==> src/rtl/atm_machine.sv <==
`default_nettype none
// ============================================================================
// Module      : atm_machine
// Description : Moore control FSM for a simplified ATM session: card insert,
//               PIN entry with one retry, amount check against an internal
//               balance, one-cycle dispense, card return, alarm lockout.
// Revision    : 1.0 - initial release
// ============================================================================
module atm_machine #(
    parameter logic [15:0] CORRECT_PIN  = 16'd1234,
    parameter logic [15:0] INIT_BALANCE = 16'd5000
) (
    input  logic        clock,
    input  logic        reset,
    input  logic        x_in,
    input  logic [15:0] inputPin1,
    input  logic [15:0] inputPin2,
    input  logic [15:0] amount,
    output logic        green,
    output logic        red,
    output logic        alarm,
    output logic        cardInserted,
    output logic        cardValid,
    output logic        dispensingAmount,
    output logic        takeInCard,
    output logic [2:0]  state,
    output logic [2:0]  next_state
);

    localparam logic [2:0] c_IDLE     = 3'd0;
    localparam logic [2:0] c_CARD_IN  = 3'd1;
    localparam logic [2:0] c_PIN1     = 3'd2;
    localparam logic [2:0] c_PIN2     = 3'd3;
    localparam logic [2:0] c_AMOUNT   = 3'd4;
    localparam logic [2:0] c_DISPENSE = 3'd5;
    localparam logic [2:0] c_EJECT    = 3'd6;
    localparam logic [2:0] c_LOCK     = 3'd7;

    logic [2:0]  r_state;
    logic [15:0] r_balance;
    logic        r_green;
    logic        r_red;
    logic        r_alarm;
    logic        r_card_inserted;
    logic        r_card_valid;
    logic        r_dispensing;
    logic        r_take_in_card;

    logic [2:0]  w_next_state;
    logic        w_amount_ok;
    logic        w_debit;
    logic [6:0]  w_next_outs;

    // A withdrawal is honoured only when non-zero and covered by the balance,
    // which also guarantees the balance can never wrap below zero.
    assign w_amount_ok = (amount != 16'd0) && (amount <= r_balance);
    assign w_debit     = (r_state == c_AMOUNT) && x_in && w_amount_ok;

    // Next-state logic: every state holds without x_in except DISPENSE.
    always_comb begin
        w_next_state = r_state;
        case (r_state)
            c_IDLE:     if (x_in) w_next_state = c_CARD_IN;
            c_CARD_IN:  if (x_in) w_next_state = c_PIN1;
            c_PIN1:     if (x_in) w_next_state = (inputPin1 == CORRECT_PIN) ? c_AMOUNT : c_PIN2;
            c_PIN2:     if (x_in) w_next_state = (inputPin2 == CORRECT_PIN) ? c_AMOUNT : c_LOCK;
            c_AMOUNT:   if (x_in) w_next_state = w_amount_ok ? c_DISPENSE : c_EJECT;
            c_DISPENSE: w_next_state = c_EJECT;
            c_EJECT:    if (x_in) w_next_state = c_IDLE;
            default:    w_next_state = c_LOCK;
        endcase
    end

    // Indicator pattern of the state being entered, so the registered
    // outputs always line up with the registered state.
    // Order: green, red, alarm, cardInserted, cardValid, dispensing, takeInCard.
    always_comb begin
        w_next_outs = 7'b0000000;
        case (w_next_state)
            c_IDLE:     w_next_outs = 7'b0000000;
            c_CARD_IN:  w_next_outs = 7'b0001000;
            c_PIN1:     w_next_outs = 7'b0001000;
            c_PIN2:     w_next_outs = 7'b0101000;
            c_AMOUNT:   w_next_outs = 7'b1001100;
            c_DISPENSE: w_next_outs = 7'b1001110;
            c_EJECT:    w_next_outs = 7'b0001001;
            default:    w_next_outs = 7'b0111000;
        endcase
    end

    // State, balance and indicator registers; reset restores a fresh account.
    always_ff @(posedge clock or negedge reset) begin
        if (!reset) begin
            r_state         <= c_IDLE;
            r_balance       <= INIT_BALANCE;
            r_green         <= 1'b0;
            r_red           <= 1'b0;
            r_alarm         <= 1'b0;
            r_card_inserted <= 1'b0;
            r_card_valid    <= 1'b0;
            r_dispensing    <= 1'b0;
            r_take_in_card  <= 1'b0;
        end else begin
            r_state         <= w_next_state;
            if (w_debit) begin
                r_balance <= r_balance - amount;
            end
            r_green         <= w_next_outs[6];
            r_red           <= w_next_outs[5];
            r_alarm         <= w_next_outs[4];
            r_card_inserted <= w_next_outs[3];
            r_card_valid    <= w_next_outs[2];
            r_dispensing    <= w_next_outs[1];
            r_take_in_card  <= w_next_outs[0];
        end
    end

    assign state            = r_state;
    assign next_state       = w_next_state;
    assign green            = r_green;
    assign red              = r_red;
    assign alarm            = r_alarm;
    assign cardInserted     = r_card_inserted;
    assign cardValid        = r_card_valid;
    assign dispensingAmount = r_dispensing;
    assign takeInCard       = r_take_in_card;

endmodule
`default_nettype wire

==> config.mk <==
export PLATFORM = sky130hd
export DESIGN_NAME = atm_machine
export DESIGN_NICKNAME = d
export VERILOG_FILES = /design/src/rtl/atm_machine.sv
export SDC_FILE = /design/constraint.sdc
export NUM_CORES = 1
export LEC_CHECK = 0
export BUFFER_PORTS_ARGS = -buffer_cell sky130_fd_sc_hd__buf_2
export CORE_MARGIN = 4
export CORE_UTILIZATION = 50
export DETAILED_ROUTE_END_ITERATION = 10
export PLACE_DENSITY_LB_ADDON = 0.2
export SYNTH_ARGS = -nofsm -noshare
export SYNTH_HDL_FRONTEND = slang
export SYNTH_SLANG_ARGS = --single-unit
==> constraint.sdc <==
create_clock -name clock -period 3 [get_ports clock]
set_input_delay 0.45 -clock clock [delete_from_list [all_inputs] [get_ports clock]]
set_output_delay 0.45 -clock clock [all_outputs]
set_load 0.03 [all_outputs]
# Word-level counts from Yosys, hierarchy flattened
# Cells that the tools add are included.
totals:
  ff_bits: 26
  input_bits: 51
  output_inout_bits: 13
  wordCells: 43
classes:
  addsub: 1
  n_lt_le_gt_ge: 1
  eq_ne: 14
  mux: 11
  reduce_logical: 7
ops:
  columns: ["op", "n"]
  rows:
  - ["$pmux W7 S6", 1]
  - ["$eq A16 B11 Y1 const B", 2]
  - ["$mux W3", 7]
  - ["$pmux W3 S7", 1]
  - ["$eq A3 B3 Y1 const B", 6]
  - ["$le A16 B16 Y1", 1]
  - ["$reduce_bool A16 Y1", 1]
  - ["$sub A16 B16 Y16", 1]
  - ["$eq A3 B2 Y1 const B", 4]
  - ["$eq A3 B1 Y1 const B", 2]
  - ["$logic_not A3 Y1", 2]
  - ["$mux W2", 2]
  - ["$logic_and A1 B1 Y1", 3]
  - ["$reduce_or A2 Y1", 1]

# Longest topological paths before layout
logic_depth:
  ltp_word: 8
  depth_mapped: 11

# Least setup slack after synthesis
# Ideal clock, no wire load.
synth_path:
  kind: "input-to-output"
  startpoint: "input port amount[13]"
  endpoint: "output port next_state[1]"
  arrival_time_ns: 2.314
  slack_ns: 0.236
  cell_stages: 7
  n_path_buf: 0
  path_cell_list: "inv_1 -> ha_1 -> a21o_1 -> a221o_1 -> o21ai_2 -> a31oi_1 -> o211ai_1"
synth_via:
  elab_chain_len: 5
synth_lines:
  columns: ["element", "line_no", "source"]
  rows:
  - ["from (decl)", "18", "input logic [15:0] amount,"]
  - ["$le A16 B16 Y1 or $reduce_bool A16 Y1 (tied branches)", "56", "assign w_amount_ok = (amount != 16'd0) && (amount <= r_balance);"]
  - ["$logic_and A1 B1 Y1 *", "56", null]
  - ["$mux W2 *", "67", "c_AMOUNT: if (x_in) w_next_state = w_amount_ok ? c_DISPENSE : c_EJECT;"]
  - ["$mux W3 *", "67", null]
  - ["$pmux W3 S7 *", "62", "case (r_state)"]
  - ["to (decl)", "27", "output logic [2:0] next_state"]
# Mark *: on every way between the ends. The rest lies on a longest branch, timed or not.

# Worst setup path in the final report
layout_path:
  startpoint: "register r_balance[12]"
  endpoint: "output port next_state[1]"
layout_via:
  elab_chain_len: 5
layout_lines:
  columns: ["element", "line_no", "source"]
  rows:
  - ["from (decl)", "40", "logic [15:0] r_balance;"]
  - ["from (signal assigned)", "106", "r_balance <= r_balance - amount;"]
  - ["$le A16 B16 Y1", "56", null]
  - ["$logic_and A1 B1 Y1", "56", null]
  - ["$mux W2", "67", null]
  - ["$mux W3", "67", null]
  - ["$pmux W3 S7", "62", null]
# No other way between the ends.

==> impl_metrics.toml <==
[pwr]
internal-power_mw = 0.662
power.share.combinational_pct = 44.0
power_leakage_nw = 1.24
p_sw_share_pct = 42.5
p_switching_mw = 0.490
ir_worst_vdd_v = 0.000366
p_per_area_mw_per_mm2 = 470
seq_power_share_pct = 37.7
total_power_mw = 1.15
pwr-share-clk_pct = 18.3

[cells_and_area]
register_area_sq_um = 632
syn2layout_area_growth_pct = 21.0
fin_cells = 356
fill_cells = 332
drive_above_1_share_pct = 27.3
final_common_cell = "buf_2"
antennaDiodeCount = 0
layout_common_cells = "buf_2, inv_1, nand2_1, dfrtp_1, a21oi_1"
utilization_pct = 64.6
nNetsFinal = 377
multi_input_area_sq_mm = 0.00125

[worst_setup_path]
crit_fanout = 7
critical_path_class = "reg2out"
critPathLaunchType = "flop"
ff2ff_path_depth = 9
arrival_ns = 2.39
critPathCaptureType = "primary output"
cp.required_ns = 2.55

[logic_synthesis]
synth_edf_count = 0
syn_avg_cell_area_sq_um = 8.34
synth_seq_cells = 25
synth_top_cells_by_area = "dfrtp_1, ha_1, dfstp_2"
synthCells = 243
async_flop_share_pct = 100
ys.flop_type = "dfrtp_1"
synth_top_area_share_pct = 24.7
yosysWarnings = 0
synth_cell_types = 50
synthesis.nets = 311
synth_area_sq_mm = 0.00203
ys_seq_area_share_pct = 31.2
synth_top_area_cell = "dfrtp_1"

[clocking]
cts_max_level = 1
clock_sinks = 25
cts_setup_buffers = 0
cts_tree = "done"
clock_latency_ns = 0.28
ctsHoldBuffers = 0
tritoncts.num_buffers = 3
cts_root_buf = "clkbuf_8"
cts_max_path_buffers = 2
clkTransAtPathRegs_ns = 0.10
ctsResizeCount = 0

[timing]
slew_headroom_pct = 62.7
worst_pin_slew_ns = 0.559
setup_viol = 0
skew_ns = 0.00720
fin_tns_setup_ns = 0
whs_ns = 0.149
rsz0062_at_grt = "no"
hold_viol = 0
fin_crit_ns = 2.84
fmax_mhz = 352
min_period_over_period_pct = 94.7
finalMaxSlewViolations = 0

[die]
io_pins = 64
die_h_um = 71.7
die_area_sq_mm = 0.00514
core.rowCount = 22
die_width_um = 71.7
core_area_sq_mm = 0.00380
initial_utilization_pct = 53.4

[global_routing]
gr-total-overflow = 0
antenna_found_initial = 0
first_global_vias = 1887
grt_use_total_pct = 19.9
grt_max_degree = 26
grt_pass1_wl_um = 8270

[drt]
viasPerCell = 5.56
drc = 0
wl_um = 5070
drtAntennaViolNets = 0
firstDrtPassIters = 4
dr.first_iter.drc_count = 60
wl_per_cell_um = 14.3
vias = 1980

[placed_design]
dpl.hpwl_um = 4090
dp_cells = 352
routabilityCongestion = 0.852
io_buffer_count = 63

[status]
status = "finished, final reports clean"

[run]
maxCapViolations = 0

[min_path]
hold_path.class = "in2async"
-- logic make-up (layout without fill, tap and decap cells) --
group / count (synthesis) / count (layout) / share of synthesized area, %
and+or+nand+nor: 82 / 82 / 21.7
AOI/OAI and AO/OA: 75 / 75 / 24.1
buffers and inverters: 34 / 99 / 7.16
DFF: 25 / 25 / 31.2
adders and majority gates: 17 / 17 / 10.9
xor gates and xnor gates: 8 / 8 / 3.46
muxes: 2 / 2 / 1.48
-- final timing paths --
kind / from / endpoint / slack, ns
max reg2reg: r_balance[0] / r_balance[9] / 0.45
min in group clock: r_balance[12] / r_balance[12] / 0.47
min: reset / r_balance[2] / 0.15
max in group asynchronous: reset / r_balance[7] / 2.47
max: r_balance[12] / next_state[1] / 0.16
min reg2reg: r_balance[12] / r_balance[12] / 0.47
-- worst max-delay path, stage by stage, from the launching register on --
cell and delay [ns]:
dfstp_2 0.55, ha_1 0.29, and3_1 0.22, a221o_1 0.31, o21ai_2 0.18, a31oi_1 0.10, o211ai_1 0.25, buf_4 0.21
-- power groups by stage --
stage / clock (mW) / sequential [mW] / combinational, mW
final: 0.211 / 0.434 / 0.507
after global routing: 0.227 / 0.444 / 0.544
after CTS: 0.218 / 0.436 / 0.507
after detailed placement: 0 / 0.442 / 0.505
after global placement: 0 / 0.438 / 0.499
after floorplan: 0 / 0.517 / 0.243
-- cell usage after synthesis (2+ instances only) --
master / count
dfrtp_1: 20
o31ai_1: 4
nor4_1: 4
nand3b_1: 2
o21ai_1: 8
nor3_1: 5
o21a_1: 4
and4_1: 2
and2_1: 2
a21boi_0: 3
nand2b_1: 4
dfstp_2: 5
o21ai_0: 12
o221ai_1: 2
inv_1: 25
a211oi_1: 2
nor2b_1: 4
xor2_1: 6
xnor2_1: 2
ha_1: 16
nor2_1: 13
a31oi_1: 6
a21oi_1: 16
nand3_1: 4
or3_1: 2
nand4_1: 6
mux2_4: 2
and3_1: 3
nand2_1: 23
o211ai_1: 3
a211o_1: 2
a21o_1: 5
buf_2: 5
nor4b_1: 5
-- sequential cells by signal (all words and copies together), names as in the netlist --
signal	flops
r_balance	16
state	3
alarm	1
cardInserted	1
cardValid	1
dispensingAmount	1
red	1
takeInCard	1
-- stage by stage --
stage,setup WS (ns),area (sq um)
floorplan,0.236,2030
global placement,0.255,2400
detailed placement,0.223,2400
CTS,0.124,2450
global route,0.0290,2450
finish,0.159,2450
-- per-layer routing --
| layer | GRT usage [%] | vias to the layer above | wire [um] |
|---|---|---|---|
| met3 | 2.95 | 7 | 340 |
| li1 | - | 1016 | - |
| met5 | 0 | - | 0 |
| met4 | 5.64 | 0 | 70 |
| met2 | 34.7 | 54 | 2400 |
| met1 | 25.4 | 903 | 2260 |
-- final cells by class --
cell class	instances	area share [%]
Clock buffer	3	1.68
Clock inverter	1	0.306
Inverter	26	3.98
Multi-Input combinational cell	184	51.0
Sequential cell	25	25.8
Tap cell	48	2.45
Timing Repair Buffer	69	14.8
Power figures use the tool's default switching activity.
